File: config.mk
export PLATFORM = sky130hd
export DESIGN_NAME = wb_arbiter
export DESIGN_NICKNAME = d
export VERILOG_FILES = /design/src/rtl/wb_arbiter.sv
export SDC_FILE = /design/constraint.sdc
export NUM_CORES = 1
export LEC_CHECK = 0
export ABC_AREA = 1
export ABC_CLOCK_PERIOD_IN_PS = 1400
export CAP_MARGIN = 10
export CORE_AREA = 5 5 120 122
export CTS_BUF_LIST = sky130_fd_sc_hd__clkbuf_4 sky130_fd_sc_hd__clkbuf_8
export DETAILED_ROUTE_END_ITERATION = 7
export DIE_AREA = 0 0 125 127
export PLACE_DENSITY = 0.6
export SYNTH_ARGS = -nofsm -noshare
export SYNTH_HDL_FRONTEND = slang
export SYNTH_SLANG_ARGS = --single-unit
File: constraint.sdc
create_clock -name clk -period 1.4 [get_ports clk]
set_input_delay 0.14 -clock clk [delete_from_list [all_inputs] [get_ports clk]]
set_output_delay 0.14 -clock clk [all_outputs]
set_load 0.005 [all_outputs]
File: src/rtl/wb_arbiter.sv
`default_nettype none
// ============================================================================
// Module   : wb_arbiter
// Purpose  : Round-robin two-master to one-slave Wishbone arbiter. The grant
//            is held for the whole CYC. Define WB_ARB_TIMEOUT_EN to build the
//            no-ACK watchdog that aborts a stalled transfer.
// Revision : 1.0 - initial release
// ============================================================================
module wb_arbiter #(
    parameter int TIMEOUT_CYCLES = 256,
    parameter int CNT_W          = 16
) (
    input  logic        clk,
    input  logic        rst,
    input  logic [31:0] wb_m0_adr,
    input  logic [31:0] wb_m0_dat_o,
    output logic [31:0] wb_m0_dat_i,
    input  logic        wb_m0_we,
    input  logic [3:0]  wb_m0_sel,
    input  logic        wb_m0_stb,
    input  logic        wb_m0_cyc,
    output logic        wb_m0_ack,
    output logic        wb_m0_err,
    input  logic [31:0] wb_m1_adr,
    input  logic [31:0] wb_m1_dat_o,
    output logic [31:0] wb_m1_dat_i,
    input  logic        wb_m1_we,
    input  logic [3:0]  wb_m1_sel,
    input  logic        wb_m1_stb,
    input  logic        wb_m1_cyc,
    output logic        wb_m1_ack,
    output logic        wb_m1_err,
    output logic [31:0] wb_s_adr,
    output logic [31:0] wb_s_dat_o,
    input  logic [31:0] wb_s_dat_i,
    output logic        wb_s_we,
    output logic [3:0]  wb_s_sel,
    output logic        wb_s_stb,
    output logic        wb_s_cyc,
    input  logic        wb_s_ack,
    output logic [1:0]  grant
);

`ifdef WB_ARB_TIMEOUT_EN
    typedef enum logic [1:0] {IDLE = 2'd0, GNT0 = 2'd1, GNT1 = 2'd2, ABORT = 2'd3} state_t;
    localparam logic [CNT_W-1:0] TO_LAST = CNT_W'(TIMEOUT_CYCLES - 1);
    logic [CNT_W-1:0] cnt_q, cnt_d;
`else
    typedef enum logic [1:0] {IDLE = 2'd0, GNT0 = 2'd1, GNT1 = 2'd2} state_t;
    logic unused_cfg;
    assign unused_cfg = (TIMEOUT_CYCLES > CNT_W);
`endif

    state_t state_q, state_d;
    // Index of the master served most recently; also names the aborted master.
    logic   last_q, last_d;

    always_ff @(posedge clk) begin
        if (rst) begin
            state_q <= IDLE;
            last_q  <= 1'b1;
`ifdef WB_ARB_TIMEOUT_EN
            cnt_q   <= '0;
`endif
        end else begin
            state_q <= state_d;
            last_q  <= last_d;
`ifdef WB_ARB_TIMEOUT_EN
            cnt_q   <= cnt_d;
`endif
        end
    end

    always_comb begin
        state_d     = state_q;
        last_d      = last_q;
        grant       = 2'b00;
        wb_s_adr    = '0;
        wb_s_dat_o  = '0;
        wb_s_we     = 1'b0;
        wb_s_sel    = '0;
        wb_s_stb    = 1'b0;
        wb_s_cyc    = 1'b0;
        wb_m0_dat_i = '0;
        wb_m0_ack   = 1'b0;
        wb_m0_err   = 1'b0;
        wb_m1_dat_i = '0;
        wb_m1_ack   = 1'b0;
        wb_m1_err   = 1'b0;
`ifdef WB_ARB_TIMEOUT_EN
        cnt_d       = '0;
`endif
        case (state_q)
            IDLE: begin
                if (wb_m0_cyc && wb_m1_cyc) begin
                    state_d = last_q ? GNT0 : GNT1;
                end else if (wb_m0_cyc) begin
                    state_d = GNT0;
                end else if (wb_m1_cyc) begin
                    state_d = GNT1;
                end
            end
            GNT0: begin
                grant       = 2'b01;
                wb_s_adr    = wb_m0_adr;
                wb_s_dat_o  = wb_m0_dat_o;
                wb_s_we     = wb_m0_we;
                wb_s_sel    = wb_m0_sel;
                wb_s_stb    = wb_m0_stb;
                wb_s_cyc    = wb_m0_cyc;
                wb_m0_ack   = wb_s_ack;
                wb_m0_dat_i = wb_s_dat_i;
                if (!wb_m0_cyc) begin
                    state_d = IDLE;
                    last_d  = 1'b0;
                end
`ifdef WB_ARB_TIMEOUT_EN
                else if (wb_m0_stb && !wb_s_ack) begin
                    if (cnt_q == TO_LAST) begin
                        wb_m0_err = 1'b1;
                        wb_m0_ack = 1'b0;
                        state_d   = ABORT;
                        last_d    = 1'b0;
                    end else begin
                        cnt_d = cnt_q + CNT_W'(1);
                    end
                end
`endif
            end
            GNT1: begin
                grant       = 2'b10;
                wb_s_adr    = wb_m1_adr;
                wb_s_dat_o  = wb_m1_dat_o;
                wb_s_we     = wb_m1_we;
                wb_s_sel    = wb_m1_sel;
                wb_s_stb    = wb_m1_stb;
                wb_s_cyc    = wb_m1_cyc;
                wb_m1_ack   = wb_s_ack;
                wb_m1_dat_i = wb_s_dat_i;
                if (!wb_m1_cyc) begin
                    state_d = IDLE;
                    last_d  = 1'b1;
                end
`ifdef WB_ARB_TIMEOUT_EN
                else if (wb_m1_stb && !wb_s_ack) begin
                    if (cnt_q == TO_LAST) begin
                        wb_m1_err = 1'b1;
                        wb_m1_ack = 1'b0;
                        state_d   = ABORT;
                        last_d    = 1'b1;
                    end else begin
                        cnt_d = cnt_q + CNT_W'(1);
                    end
                end
`endif
            end
`ifdef WB_ARB_TIMEOUT_EN
            ABORT: begin
                if (last_q ? !wb_m1_cyc : !wb_m0_cyc) begin
                    state_d = IDLE;
                end
            end
`endif
            default: state_d = IDLE;
        endcase
    end

endmodule
`default_nettype wire

==> run summary, run 1 <==
First-pass GRT wire length: 22,580 µm
Cell area after layout: 6813 µm²
Multi-input gate area: 1962 µm²
Synth Area in Adders: 3.327%
Drt wl/cell: 15.69 µm
Post-placement cell area: 5378 µm²
Die Y: 127 µm
Yosys warns: 0
GRT Total Usage: 17.57%
Root Driver: clkbuf_8
Setup Viol. Count Final: 136
Area delta synth->final: 262.3%
Tcrit/Tclk final: 127.4%
Met1 WL: 5856 µm
PortBufs: 315
Deepest clock path buffer count: 2
Post-DRT Antenna Nets: 0
DRT Pass-1 Iters: 4
Register bit count reported by yosys: 3
Die width: 125 µm
Routed met3 length: 1225 µm
Drt via density: 4.214
Drt drc: 0
Critical Path Source Type: flop
Die ar.: 15,880 µm²
P_sw: 0.003357 W
Arr. time, crit path: 1.64 ns
Kind of critical path: flop to output pin
Hold Path Class: flop to flop
Nets: 987
Post-synth top area share: 41.12%
Starting Density: 14.37%
Worst Setup End Kind: output pin
Cell area power density: 1168 nW/µm²
Congestion Overflow GR: 0
Comb power frac: 95.0%
Routed WL: 15,400 µm
Max-cap violations: 0
Average size of a mapped cell: 4.531 µm²
EDFF count, synth: 0
Post-Syn Instances: 415
Max Transition Viols Final: 0
Largest net degree at the start of global routing: 22
Flop pwr share: 1.5%
Crit path required time: 1.26 ns
Site row count: 42
Final hold vios: 0
Power share of the clock group: 3.5%
Post-Syn Area: 1881 µm²
Initial antenna violation count: 2
CTS tree: built
Skew-Pair Late Insertion Delay: 0.22 ns
Iter 0 DRT Violations: 116
Seq/Total Area, Yosys: 3.194%
CTS Buf Count: 3
Clock Sink Count: 3
Critical Path Fanout Max: 6
Fillers: 1,242
Max frequency: 560.5 MHz
Io pins: 318
Synth async-reset ratio: 0%
Largest family of logic cells by synthesized area: simple AND/OR/NAND/NOR gates
Uppermost layer routed: met5
Main flop type after synthesis: dfxtp_1
Vias: 4,134
Sequential Area: 61.31 µm²
XOR/XNOR share of the synthesized area: 0%
Clock Skew: 0.001064 ns
Placer Congestion: 0.8129
Post-synthesis mux area share: 0%
Post-synth cell types: 17
Failing checks: negative setup slack
Area leader, netlist: nand2_1
Setup WS post-layout: -0.3840 ns
Sw Ratio: 42.19%
Outcome: finished, violations left
Clock-pin slew on the worst setup and hold paths: 0.03 ns
Final HPWL DP: 10,410 µm
H-tree levels: 1
Tmin final: 1.784 ns
P_leak: 3.548 nW
Post-synthesis simple-gate area fraction: 46.44%
Power Internal: 0.004600 W
Share of cells above drive strength 1: 50.00%
DR WL met2: 7868 µm
Vias in the first global route: 4,367
Compound-Gate Fraction of Synth Area: 21.56%
RSZ-0062 raised after global routing: true
Core Footprint: 13,090 µm²
Hold Slack: 0.5106 ns
Synth area leaders: nand2_1, a21oi_1, inv_1
Peak supply drop: 0.0004483 V
-- sequential cells by signal (all words and copies together) (netlist names) --
signal and cells:
state_q 2, last_q 1
-- synth_stat cells (3+ instances only) --
cell and count:
nand2_2 11, buf_4 4, a21oi_2 10, clkbuf_1 6
a21oi_1 61, nor2_1 7, inv_1 73, buf_2 20
nand2_1 206, ha_1 5, dfxtp_1 3, buf_6 4
-- cells by family (layout without fill, tap and decap cells) --
logic type | count (synthesis) | in the layout
buffers and inverters | 108 | 496
and+or+nand+nor | 225 | 225
adders and majority gates | 5 | 5
AOI/OAI and AO/OA | 73 | 73
DFF | 3 | 3
other | 1 | 3
-- path summary, 6_finish.rpt --
kind                      startpoint  cells past startpoint  slack (ns)                  end
max          state_q[1]$_SDFFE_PP0P_                     10       -0.38         wb_s_adr[30]
min              last_q$_SDFFE_PP1P_                      2        0.51  last_q$_SDFFE_PP1P_
max reg2reg  state_q[1]$_SDFFE_PP0P_                     12       -0.21  last_q$_SDFFE_PP1P_
min reg2reg      last_q$_SDFFE_PP1P_                      2        0.51  last_q$_SDFFE_PP1P_
-- stage by stage --
step           std cells  setup slack [ns]  TNS (ns)  utilization [%]  power (W)
4_1_cts              970           -0.3904    -38.70            49.28   0.007526
2_1_floorplan        416           0.06588         0                -   0.001865
3_3_place_gp         900           -0.4650    -47.44            41.10   0.004466
5_1_grt              981           -0.4510    -44.19            52.07   0.008468
6_report             981           -0.3840    -35.24            52.07   0.007957
3_5_place_dp         900           -0.4890    -50.14            41.10   0.004514
-- worst max-delay path, cell delays in order (launching register included) --
cell       delay, ns
dfxtp_2         0.33
inv_2           0.05
buf_6           0.11
ha_4            0.17
buf_6           0.13
buf_12          0.12
buf_16          0.13
clkbuf_16       0.16
nand2_2         0.06
a21oi_2         0.04
buf_2           0.12
-- per-layer routing --
| layer | global-route usage [%] | vias up |
|---|---|---|
| li1 | - | 2009 |
| met1 | 18.85 | 1869 |
| met2 | 32.93 | 220 |
| met3 | 5.551 | 34 |
| met4 | 5.357 | 2 |
| met5 | 0 | - |
-- layout by cell type (no fill, tap or decap), types with 14 or more instances in the layout --
master / synthesis / layout
buf_2: 20 / 88
buf_16: 0 / 14
buf_4: 4 / 29
clkdlybuf4s50_1: 0 / 187
inv_1: 73 / 50
nand2_4: 0 / 28
buf_6: 4 / 46
nand2_1: 206 / 129
buf_12: 0 / 19
inv_2: 1 / 23
nand2_2: 11 / 60
a21oi_2: 10 / 61
-- what timing repair did --
| item | CTS | global route |
|---|---|---|
| setup buffers | 51 | 13 |
| pin swaps | 41 | 20 |
| hold buffers | 0 | 0 |
| endpoints found under the setup margin | 141 | 142 |
| resized for setup | 641 | 111 |
| hold endpoints to repair | 0 | 0 |
| cloned | 17 | 2 |
-- area by class of cell --
class,instances,share of cell area (%)
diodes,1,0.03673
multi-input cells,305,28.80
well taps,176,3.232
repair inverters,1,0.1653
flip-flops and latches,3,0.8999
repair buffers,417,61.97
clock buffers,4,0.7163
inverters,74,4.187
-- power by group through the flow --
| stage | Combinational, W | Clock (W) | Sequential [W] |
|---|---|---|---|
| floorplan | 0.00174 | 0 | 0.000121 |
| global placement | 0.00435 | 0 | 0.000118 |
| detailed placement | 0.00440 | 0 | 0.000118 |
| CTS | 0.00712 | 0.000283 | 0.000123 |
| global route | 0.00805 | 0.000294 | 0.000127 |
| finish | 0.00756 | 0.000278 | 0.000123 |
Note: power is estimated with default switching activity, not from simulation.
==> run 2, diff against run 1 <==
REMOVE_ABC_BUFFERS = 1   (was unset)
SETUP_SLACK_MARGIN = 0.4   (was unset)
==> run 2 against run 1 <==
Effect of this change:
- the run still ends with negative setup slack left
- worst setup slack better by 0.012 ns
- maximum frequency up 0.67%
- critical path depth down 1
- largest cell class unchanged
- largest power group unchanged
==> run summary, run 2 (same netlist as run 1, synthesis figures left out) <==
Comb power frac: 95.2%
DRT Pass-1 Iters: 4
Max reg flops: 2
Initial antenna violation count: 0
Worst Setup End Kind: output pin
Hold Slack: 0.4993 ns
Share of cells above drive strength 1: 66.38%
Max Transition Viols Final: 0
P_leak: 4.084 nW
Failing checks: negative setup slack
Routed WL: 18,060 µm
PortBufs: 315
Congestion Overflow GR: 0
Max-cap violations: 0
Largest net degree at the start of global routing: 30
Arr. time, crit path: 1.63 ns
RSZ-0062 raised after global routing: true
Cell Count, Final, Fillers Out: 982
Kind of critical path: flop to output pin
Hold Path Class: flop to flop
Setup slack, reg-to-reg: -0.29 ns
Commonest non-fill, non-tap cell in the layout: clkdlybuf4s50_1
Inst Count DP: 897
Tcrit/Tclk final: 126.6%
Post-DRT Antenna Nets: 0
Setup Viol. Count Final: 140
Hold-fix buffer count after cts: 0
Vias in the first global route: 4,336
Site row count: 42
Drt drc: 0
Most flop-heavy register: state_q
Clock-pin slew on the worst setup and hold paths: 0.03 ns
Tmin final: 1.772 ns
Skew-Pair Late Insertion Delay: 0.22 ns
Io pins: 318
Root Driver: clkbuf_8
Sw Ratio: 44.57%
Die Y: 127 µm
Power share of the clock group: 3.1%
Vias: 4,260
Peak supply drop: 0.0006168 V
GRT Total Usage: 19.50%
First-pass GRT wire length: 24,830 µm
Inserted Diodes: 0
Crit path required time: 1.26 ns
CTS tree: built
Die width: 125 µm
Core Footprint: 13,090 µm²
Power Internal: 0.004850 W
Area delta synth->final: 305.3%
Iter 0 DRT Violations: 143
Clock Skew: 0.001734 ns
Final HPWL DP: 11,000 µm
H-tree levels: 1
P_sw: 0.003900 W
Max frequency: 564.3 MHz
Final hold vios: 0
Commonest non-fill, non-tap cells in the layout: clkdlybuf4s50_1, nand2_4, buf_6, buf_2, a21oi_2
Starting Density: 14.37%
Post-Place Worst Slack: -0.4731 ns
Drt wl/cell: 18.39 µm
CTS Buf Count: 3
Setup WS post-layout: -0.3720 ns
Critical Path Fanout Max: 6
Outcome: finished, violations left
Drt via density: 4.338
Die ar.: 15,880 µm²
Nets: 989
Clock Sink Count: 3
Cell area power density: 1148 nW/µm²
Flop pwr share: 1.7%
Deepest clock path buffer count: 2
Critical Path Source Type: flop
Fin util: 58.24%
Final Total Pwr: 0.008750 W
Top Registers: state_q (2), last_q (1)
Placer Congestion: 0.8594
run 2: changes by cell type in the layout (fill, tap and decap cells not counted), sizes merged, moves of 5 or more:
cell	change
dlygate4sd2	-5
dlymetal6s2s	-6
clkdlybuf4s50	-11
buf	+31
clkdlybuf4s15	-8
run 2: critical path: stages, from the launching register on:
cell and delay, ns:
dfxtp_4 0.35, buf_6 0.12, ha_4 0.17, buf_8 0.14, buf_8 0.12, buf_12 0.12
buf_12 0.14, nand2_1 0.07, a21oi_2 0.05, buf_2 0.13
run 2: area by class of cell:
cell class,instances,area [µm²]
Inverter,74,295.3
Timing Repair Buffer,420,4473
Clock buffer,4,48.80
Fill cell,1132,5464
Sequential cell,3,67.56
Multi-Input combinational cell,305,2516
Tap cell,176,220.2
run 2: per-stage QoR:
step	cell area [µm²]	TNS, ns
2_1_floorplan	1687	-148.56
3_3_place_gp	5355	-44.53
3_5_place_dp	5355	-48.44
4_1_cts	6521	-33.58
5_1_grt	7621	-41.33
6_report	7621	-35.41
run 2: routing by layer:
layer  up-vias  GRT usage, %  share of wire, %
met5         -             0                 0
met3        40         4.215               5.9
li1       2010             -                 -
met1      2014         21.75                36
met4         0         5.421               3.1
met2       196         37.24                55
run 2: power by group through the flow:
stage / clock network (W) / registers (W) / logic, W
CTS: 0.000282 / 0.000141 / 0.00693
global placement: 0 / 0.000120 / 0.00436
global route: 0.000286 / 0.000151 / 0.00877
finish: 0.000273 / 0.000147 / 0.00833
detailed placement: 0 / 0.000120 / 0.00440
floorplan: 0 / 0.000121 / 0.00158
run 2: what timing repair did:
action	CTS	global route
setup endpoints to repair	142	142
gates resized for setup	814	253
cloned	19	5
setup buffers	46	11
pin swaps	71	35
endpoints found under the hold margin	0	0
run 2: final timing paths:
check | from | end | cells after the start
hold / removal | last_q$_SDFFE_PP1P_ | last_q$_SDFFE_PP1P_ | 2
setup reg to reg | state_q[0]$_SDFFE_PP0P_ | state_q[1]$_SDFFE_PP0P_ | 14
hold reg to reg | last_q$_SDFFE_PP1P_ | last_q$_SDFFE_PP1P_ | 2
setup / recovery | state_q[0]$_SDFFE_PP0P_ | wb_s_we | 9
==> run 3, diff against run 2 <==
TNS_END_PERCENT = 100   (was unset)
==> results of run 3 <==
The final DEF is identical to that of run 2; final timing and power are the same.
